$ cat src/rtl/alsu_pkg.sv
// rtl/alsu_pkg.sv - shared ALSU command layout, opcode and driver FSM types
package alsu_pkg;

  localparam int LATENCY_DEF = 2;
  localparam int TAG_W_DEF   = 4;
  localparam int ERR_W_DEF   = 8;

  typedef enum logic [2:0] {
    OR        = 3'd0,
    XOR       = 3'd1,
    ADD       = 3'd2,
    MULT      = 3'd3,
    SHIFT     = 3'd4,
    ROTATE    = 3'd5,
    INVALID_6 = 3'd6,
    INVALID_7 = 3'd7
  } opcode_e;

  // Field order matches the cmd_data bit layout, MSB first
  typedef struct packed {
    opcode_e    opcode;     // [15:13]
    logic [2:0] a;          // [12:10]
    logic [2:0] b;          // [9:7]
    logic       cin;        // [6]
    logic       serial_in;  // [5]
    logic       direction;  // [4]
    logic       red_op_a;   // [3]
    logic       red_op_b;   // [2]
    logic       bypass_a;   // [1]
    logic       bypass_b;   // [0]
  } alsu_cmd_t;

  typedef enum logic [1:0] {
    IDLE   = 2'd0,
    LAUNCH = 2'd1,
    WAIT   = 2'd2,
    RESP   = 2'd3
  } state_e;

  // Builds a packed command word from individual fields
  function automatic logic [15:0] make_cmd(
    opcode_e    op,
    logic [2:0] a,
    logic [2:0] b,
    logic       cin,
    logic       serial_in,
    logic       direction,
    logic       red_op_a,
    logic       red_op_b,
    logic       bypass_a,
    logic       bypass_b
  );
    alsu_cmd_t c;
    c.opcode    = op;
    c.a         = a;
    c.b         = b;
    c.cin       = cin;
    c.serial_in = serial_in;
    c.direction = direction;
    c.red_op_a  = red_op_a;
    c.red_op_b  = red_op_b;
    c.bypass_a  = bypass_a;
    c.bypass_b  = bypass_b;
    return c;
  endfunction

endpackage

$ cat src/rtl/alsu_cmd_driver_if.sv
// rtl/alsu_cmd_driver_if.sv - command and response stream bundle for the ALSU driver
interface alsu_cmd_driver_if #(
  parameter int TAG_W = 4
) ();

  logic             cmd_valid;
  logic             cmd_ready;
  logic [15:0]      cmd_data;
  logic             rsp_valid;
  logic             rsp_ready;
  logic [5:0]       rsp_out;
  logic             rsp_err;
  logic [TAG_W-1:0] rsp_tag;

  // Command source / response sink side
  modport master (
    output cmd_valid, cmd_data, rsp_ready,
    input  cmd_ready, rsp_valid, rsp_out, rsp_err, rsp_tag
  );

  // Driver side
  modport slave (
    input  cmd_valid, cmd_data, rsp_ready,
    output cmd_ready, rsp_valid, rsp_out, rsp_err, rsp_tag
  );

endinterface

$ cat src/rtl/alsu_cmd_driver.sv
// rtl/alsu_cmd_driver.sv - drives one command into the ALSU, waits its latency, returns tagged result
module alsu_cmd_driver
  import alsu_pkg::*;
#(
  parameter int LATENCY = LATENCY_DEF,
  parameter int TAG_W   = TAG_W_DEF,
  parameter int ERR_W   = ERR_W_DEF
) (
  input  logic             clk,
  input  logic             rst_n,
  alsu_cmd_driver_if.slave bus,
  output logic [ERR_W-1:0] err_count_o,
  output logic [2:0]       alsu_a_o,
  output logic [2:0]       alsu_b_o,
  output logic [2:0]       alsu_opcode_o,
  output logic             alsu_cin_o,
  output logic             alsu_serial_in_o,
  output logic             alsu_direction_o,
  output logic             alsu_red_op_a_o,
  output logic             alsu_red_op_b_o,
  output logic             alsu_bypass_a_o,
  output logic             alsu_bypass_b_o,
  input  logic [5:0]       alsu_out_i,
  input  logic [15:0]      alsu_leds_i
);

  localparam int CNT_W = (LATENCY > 1) ? $clog2(LATENCY) : 1;
  localparam logic [CNT_W-1:0] LAST_WAIT = CNT_W'(LATENCY - 1);

  state_e           state_q;
  alsu_cmd_t        drv_q;
  logic             cmd_ready_q;
  logic             rsp_valid_q;
  logic [5:0]       rsp_out_q;
  logic             rsp_err_q;
  logic [TAG_W-1:0] rsp_tag_q;
  logic [TAG_W-1:0] tag_cnt_q;
  logic [TAG_W-1:0] tag_cnt_d;
  logic [ERR_W-1:0] err_cnt_q;
  logic [ERR_W-1:0] err_cnt_d;
  logic [CNT_W-1:0] wait_cnt_q;
  logic             leds_any;

  assign tag_cnt_d = tag_cnt_q + TAG_W'(1);
  assign err_cnt_d = err_cnt_q + ERR_W'(1);
  assign leds_any  = |alsu_leds_i;

  // Handshake FSM; the ALSU drives are registered and only non-zero during LAUNCH
  always_ff @(posedge clk or negedge rst_n) begin
    if (!rst_n) begin
      state_q     <= IDLE;
      drv_q       <= '0;
      cmd_ready_q <= 1'b0;
      rsp_valid_q <= 1'b0;
      rsp_out_q   <= '0;
      rsp_err_q   <= 1'b0;
      rsp_tag_q   <= '0;
      tag_cnt_q   <= '0;
      err_cnt_q   <= '0;
      wait_cnt_q  <= '0;
    end else begin
      case (state_q)
        IDLE: begin
          if (bus.cmd_valid && cmd_ready_q) begin
            drv_q       <= alsu_cmd_t'(bus.cmd_data);
            rsp_tag_q   <= tag_cnt_q;
            tag_cnt_q   <= tag_cnt_d;
            cmd_ready_q <= 1'b0;
            state_q     <= LAUNCH;
          end else begin
            cmd_ready_q <= 1'b1;
          end
        end
        LAUNCH: begin
          drv_q      <= '0;
          wait_cnt_q <= '0;
          state_q    <= WAIT;
        end
        WAIT: begin
          if (wait_cnt_q == LAST_WAIT) begin
            rsp_out_q   <= alsu_out_i;
            rsp_err_q   <= leds_any;
            if (leds_any && (err_cnt_q != '1)) begin
              err_cnt_q <= err_cnt_d;
            end
            rsp_valid_q <= 1'b1;
            state_q     <= RESP;
          end else begin
            wait_cnt_q <= wait_cnt_q + CNT_W'(1);
          end
        end
        RESP: begin
          if (bus.rsp_ready) begin
            rsp_valid_q <= 1'b0;
            cmd_ready_q <= 1'b1;
            state_q     <= IDLE;
          end
        end
        default: state_q <= IDLE;
      endcase
    end
  end

  assign bus.cmd_ready = cmd_ready_q;
  assign bus.rsp_valid = rsp_valid_q;
  assign bus.rsp_out   = rsp_out_q;
  assign bus.rsp_err   = rsp_err_q;
  assign bus.rsp_tag   = rsp_tag_q;
  assign err_count_o   = err_cnt_q;

  assign alsu_opcode_o    = drv_q.opcode;
  assign alsu_a_o         = drv_q.a;
  assign alsu_b_o         = drv_q.b;
  assign alsu_cin_o       = drv_q.cin;
  assign alsu_serial_in_o = drv_q.serial_in;
  assign alsu_direction_o = drv_q.direction;
  assign alsu_red_op_a_o  = drv_q.red_op_a;
  assign alsu_red_op_b_o  = drv_q.red_op_b;
  assign alsu_bypass_a_o  = drv_q.bypass_a;
  assign alsu_bypass_b_o  = drv_q.bypass_b;

endmodule

$ cat src/flat_wrapper.sv
// flat-port wrapper written by rule: the top's interface ports become plain ports
module alsu_cmd_driver_flat import alsu_pkg::*;
#(
  parameter int LATENCY = LATENCY_DEF,
  parameter int TAG_W   = TAG_W_DEF,
  parameter int ERR_W   = ERR_W_DEF
)
  (clk, rst_n, err_count_o, alsu_a_o, alsu_b_o, alsu_opcode_o, alsu_cin_o, alsu_serial_in_o, alsu_direction_o, alsu_red_op_a_o, alsu_red_op_b_o, alsu_bypass_a_o, alsu_bypass_b_o, alsu_out_i, alsu_leds_i, bus_cmd_valid, bus_cmd_data, bus_rsp_ready, bus_cmd_ready, bus_rsp_valid, bus_rsp_out, bus_rsp_err, bus_rsp_tag);
  alsu_cmd_driver_if #(.TAG_W(TAG_W)) bus_i ();
  input  logic clk;
  input  logic rst_n;
  output logic [ERR_W-1:0] err_count_o;
  output logic [2:0] alsu_a_o;
  output logic [2:0] alsu_b_o;
  output logic [2:0] alsu_opcode_o;
  output logic alsu_cin_o;
  output logic alsu_serial_in_o;
  output logic alsu_direction_o;
  output logic alsu_red_op_a_o;
  output logic alsu_red_op_b_o;
  output logic alsu_bypass_a_o;
  output logic alsu_bypass_b_o;
  input  logic [5:0] alsu_out_i;
  input  logic [15:0] alsu_leds_i;
  input wire logic [$bits(bus_i.cmd_valid)-1:0] bus_cmd_valid;
  input wire logic [$bits(bus_i.cmd_data)-1:0] bus_cmd_data;
  input wire logic [$bits(bus_i.rsp_ready)-1:0] bus_rsp_ready;
  output wire logic [$bits(bus_i.cmd_ready)-1:0] bus_cmd_ready;
  output wire logic [$bits(bus_i.rsp_valid)-1:0] bus_rsp_valid;
  output wire logic [$bits(bus_i.rsp_out)-1:0] bus_rsp_out;
  output wire logic [$bits(bus_i.rsp_err)-1:0] bus_rsp_err;
  output wire logic [$bits(bus_i.rsp_tag)-1:0] bus_rsp_tag;
  assign bus_i.cmd_valid = bus_cmd_valid;
  assign bus_i.cmd_data = bus_cmd_data;
  assign bus_i.rsp_ready = bus_rsp_ready;
  assign bus_cmd_ready = bus_i.cmd_ready;
  assign bus_rsp_valid = bus_i.rsp_valid;
  assign bus_rsp_out = bus_i.rsp_out;
  assign bus_rsp_err = bus_i.rsp_err;
  assign bus_rsp_tag = bus_i.rsp_tag;
  alsu_cmd_driver #(.LATENCY(LATENCY), .TAG_W(TAG_W), .ERR_W(ERR_W)) u_core (.clk(clk), .rst_n(rst_n), .bus(bus_i), .err_count_o(err_count_o), .alsu_a_o(alsu_a_o), .alsu_b_o(alsu_b_o), .alsu_opcode_o(alsu_opcode_o), .alsu_cin_o(alsu_cin_o), .alsu_serial_in_o(alsu_serial_in_o), .alsu_direction_o(alsu_direction_o), .alsu_red_op_a_o(alsu_red_op_a_o), .alsu_red_op_b_o(alsu_red_op_b_o), .alsu_bypass_a_o(alsu_bypass_a_o), .alsu_bypass_b_o(alsu_bypass_b_o), .alsu_out_i(alsu_out_i), .alsu_leds_i(alsu_leds_i));
endmodule
$ cat config.mk
export PLATFORM = sky130hd
export DESIGN_NAME = alsu_cmd_driver_flat
export DESIGN_NICKNAME = d
export VERILOG_FILES = /design/src/rtl/alsu_pkg.sv /design/src/rtl/alsu_cmd_driver_if.sv /design/src/rtl/alsu_cmd_driver.sv /design/src/flat_wrapper.sv
export SDC_FILE = /design/constraint.sdc
export NUM_CORES = 1
export LEC_CHECK = 0
export BUFFER_PORTS_ARGS = -buffer_cell sky130_fd_sc_hd__buf_2
export CAP_MARGIN = 20
export CORE_ASPECT_RATIO = 1.25
export CORE_MARGIN = 8
export CORE_UTILIZATION = 48
export DETAILED_ROUTE_END_ITERATION = 12
export PLACE_DENSITY = 0.79
export SETUP_SLACK_MARGIN = 0.3
export SLEW_MARGIN = 20
export SYNTH_ARGS = -nofsm -noshare
export SYNTH_HDL_FRONTEND = slang
export SYNTH_SLANG_ARGS = --single-unit
export TNS_END_PERCENT = 100
$ cat constraint.sdc
create_clock -name clk -period 2.1 [get_ports clk]
set_input_delay 0.105 -clock clk [delete_from_list [all_inputs] [get_ports clk]]
set_output_delay 0.105 -clock clk [all_outputs]
set_load 0.01 [all_outputs]
==> out/results.ini <==
[cells_and_area]
design_area_sq_um = 2600
syn_to_final_growth_pct = 31.8
num_antenna_cells = 0
drive_gt1_frac = 0.469
regArea_sq_um = 1100
fin_nets = 288
multi_input_area_sq_um = 841
finalNonFillerCells = 297
fillCellCount = 373

[die]
row_count = 26
die_area_sq_um = 6430
io_pins = 79
core_sq_um = 4030
dieWidth_microns = 73.3
fp.dieH_microns = 87.7
initial_core_util = 0.489

[hold_path]
hold_start = bus_cmd_data[6]
hold_end = u_core.alsu_cin_o$_DFFE_PN0P_
hp-class = input pin to flop
hold-path-cell-count = 2

[clocking]
numCtsBuffers = 5
clk_path_buf_depth = 2
cts_root_buf = clkbuf_8
clk_pin_slew_worst_paths_ns = 0.09
clk_latency_ns = 0.30
htree_levels = 2
cts_tree = done
cts_sinks = 44

[timing]
rsz0062_at_grt = no
hold_ws_ns = 0.0172
worst_pin_slew_ns = 0.437
slew-limit-headroom = 0.708
fin_setup_tns_ns = 0
final_max_slew_viol_count = 0
finalCriticalPeriod_ns = 1.70
finalCritPeriodShare = 0.809
max_freq_mhz = 589
setup_viol = 0
hold_viol = 0
skew_ns = 0.00961

[synthesis]
synth_compound_area_frac = 0.111
synth_top_area_frac = 0.558
synth_nets = 199
ys_warn_count = 0
muxShareOfSynthArea = 0.0590
ys_ff_latch = 44
synth_top_family_by_area = simple AND/OR/NAND/NOR gates
syn_inst = 151
async_reset_ff_frac = 1.00
yosysMostFrequentCell = dfrtp_1
synth-edff-count = 0
synth_xor_area_frac = 0.0311
yosys-top-cells-area = dfrtp_1 56%, a22o_1 7.5%, nor4_4 4.3%
synth.cell_area_sq_um = 1970
yosys.area_share.simple = 0.183
ys_types = 30
seq_area_frac_synth = 0.558
synth_top_area_cell = dfrtp_1
ys.flop_type = dfrtp_1
synth_adder_area_share = 0.0380
synth_commonest_cells = 44 x dfrtp_1, 22 x nand2_1, 17 x a22o_1
syn_avg_cell_area_sq_um = 13.1

[placed_design]
place_inst = 284
place_congestion = 0.791
port_buffers = 78
place_area_sq_um = 2420
post-dp-hpwl_microns = 3580

[grt]
grt_pass1_wl_microns = 7220
grt_use_total = 0.147
grt_max_degree = 21
overflow = 0
grt_pass1_vias = 1518
antenna_found_initial = 0

[outcome]
status = completed

[power_and_ir_drop]
ir_worst_vdd_mv = 0.656
powerDensity_nw_per_um2 = 1320
cellLeakagePower_nw = 1.34

[route]
postRouteAntennaNets = 0
via_per_inst = 5.05
drc = 0
drt-initial-drc-count = 41
vias = 1500
wl_per_cell_microns = 15.6
routed_wl_microns = 4630
dr.pass1.iters = 4

[setup_path]
rr_startpoint = u_core.state_q[0]$_DFFE_PN0P_
critPathCaptureType = flop
worstPathArrival_ns = 1.89
required_ns = 2.29
worstSetupPathType = flop to flop
reg2reg_slack_ns = 0.40
r2r_cells = 6
start_kind = flop
worstPathMaxFanout = 5
timing.rr.end = u_core.err_count_o[6]$_DFFE_PN0P_

[job]
cap_violations = 0

cell families (layout without fill, tap and decap cells):
kind of cell / Yosys count / count (layout)
adder cells (fa/ha/maj): 6 / 6
XOR/XNOR: 7 / 7
multiplexers: 10 / 10
AO/OA/AOI/OAI: 28 / 28
AND/OR/NAND/NOR: 49 / 49
flip-flops: 44 / 44
buffers and inverters: 7 / 97
power breakdown:
group          internal, mW  switching [mW]  total [mW]
Combinational         0.644           0.726        1.37
Sequential             1.18           0.215        1.40
Clock                 0.358           0.294       0.652
Total                  2.19            1.24        3.42
cell type report:
class / instances / share of cell area
Inverter: 4 / 0.00577
Clock inverter: 3 / 0.0178
Clock buffer: 5 / 0.0265
Tap cell: 56 / 0.0269
Sequential cell: 44 / 0.423
Timing Repair Buffer: 85 / 0.176
Multi-Input combinational cell: 100 / 0.323
metrics by stage:
| step | total power, mW | utilization | setup WS [ns] |
|---|---|---|---|
| global placement | 2.71 | 0.601 | 0.351 |
| finish | 3.42 | 0.645 | 0.402 |
| CTS | 3.43 | 0.634 | 0.320 |
| global route | 3.65 | 0.645 | 0.320 |
| floorplan | 2.25 | - | 0.581 |
| detailed placement | 2.75 | 0.601 | 0.260 |
worst max path at each step:
stage,end,from,slack (ns)
after floorplan,u_core.err_count_o[6]$_DFFE_PN0P_,u_core.state_q[0]$_DFFE_PN0P_,0.58
after detailed placement,u_core.alsu_a_o[2]$_DFFE_PN0P_,u_core.state_q[0]$_DFFE_PN0P_,0.26
after global placement,u_core.alsu_opcode_o[1]$_DFFE_PN0P_,u_core.state_q[0]$_DFFE_PN0P_,0.35
after CTS,u_core.err_count_o[6]$_DFFE_PN0P_,u_core.state_q[0]$_DFFE_PN0P_,0.32
after global routing,u_core.err_count_o[6]$_DFFE_PN0P_,u_core.state_q[0]$_DFFE_PN0P_,0.32
final,u_core.err_count_o[6]$_DFFE_PN0P_,u_core.state_q[0]$_DFFE_PN0P_,0.40
registers in the layout, indices dropped and copies added, names as in the netlist, 2 cells and up:
name                  flops
u_core.bus.rsp_tag        4
u_core.bus.rsp_out        6
u_core.alsu_b_o           3
u_core.alsu_a_o           3
u_core.err_count_o        8
u_core.alsu_opcode_o      3
u_core.tag_cnt_q          4
u_core.state_q            2
routing by layer:
layer,share of wire,routed length (microns),global-route usage,vias to the layer above
met3,0.072,335,0.0515,5
met4,0.015,68,0.0656,0
li1,-,-,-,725
met2,0.52,2430,0.259,44
met1,0.39,1800,0.152,726
met5,0,0,0,-
repair_timing:
| action | in CTS | in global routing |
|---|---|---|
| endpoints found under the hold margin | 11 | 0 |
| endpoints found under the setup margin | 16 | 2 |
| buffers inserted | 0 | 4 |
| pin swaps | 0 | 2 |
| hold buffers | 1 | 0 |
| resized for setup | 1 | 0 |
worst max-delay path: stages (launching register included):
cell and delay (ns):
dfrtp_1 0.42, inv_1 0.10, ha_1 0.26, and2_4 0.21, and3_1 0.21, nand3_2 0.09, mux2_4 0.30
cells in the final DEF (no fill, tap or decap), types with 2 or more instances in the layout:
cell / n
nand3_2: 3
nand3_1: 2
and4_1: 2
mux2_1: 2
dfrtp_1: 44
a22o_1: 17
mux2_2: 7
nor4_4: 4
clkbuf_8: 5
buf_4: 5
ha_1: 6
nand4_1: 5
a31oi_1: 2
nand2b_1: 2
nand2_1: 22
buf_2: 78
and3_1: 4
inv_1: 3
o21ai_0: 6
xnor2_1: 7
Power figures use the tool's default switching activity.
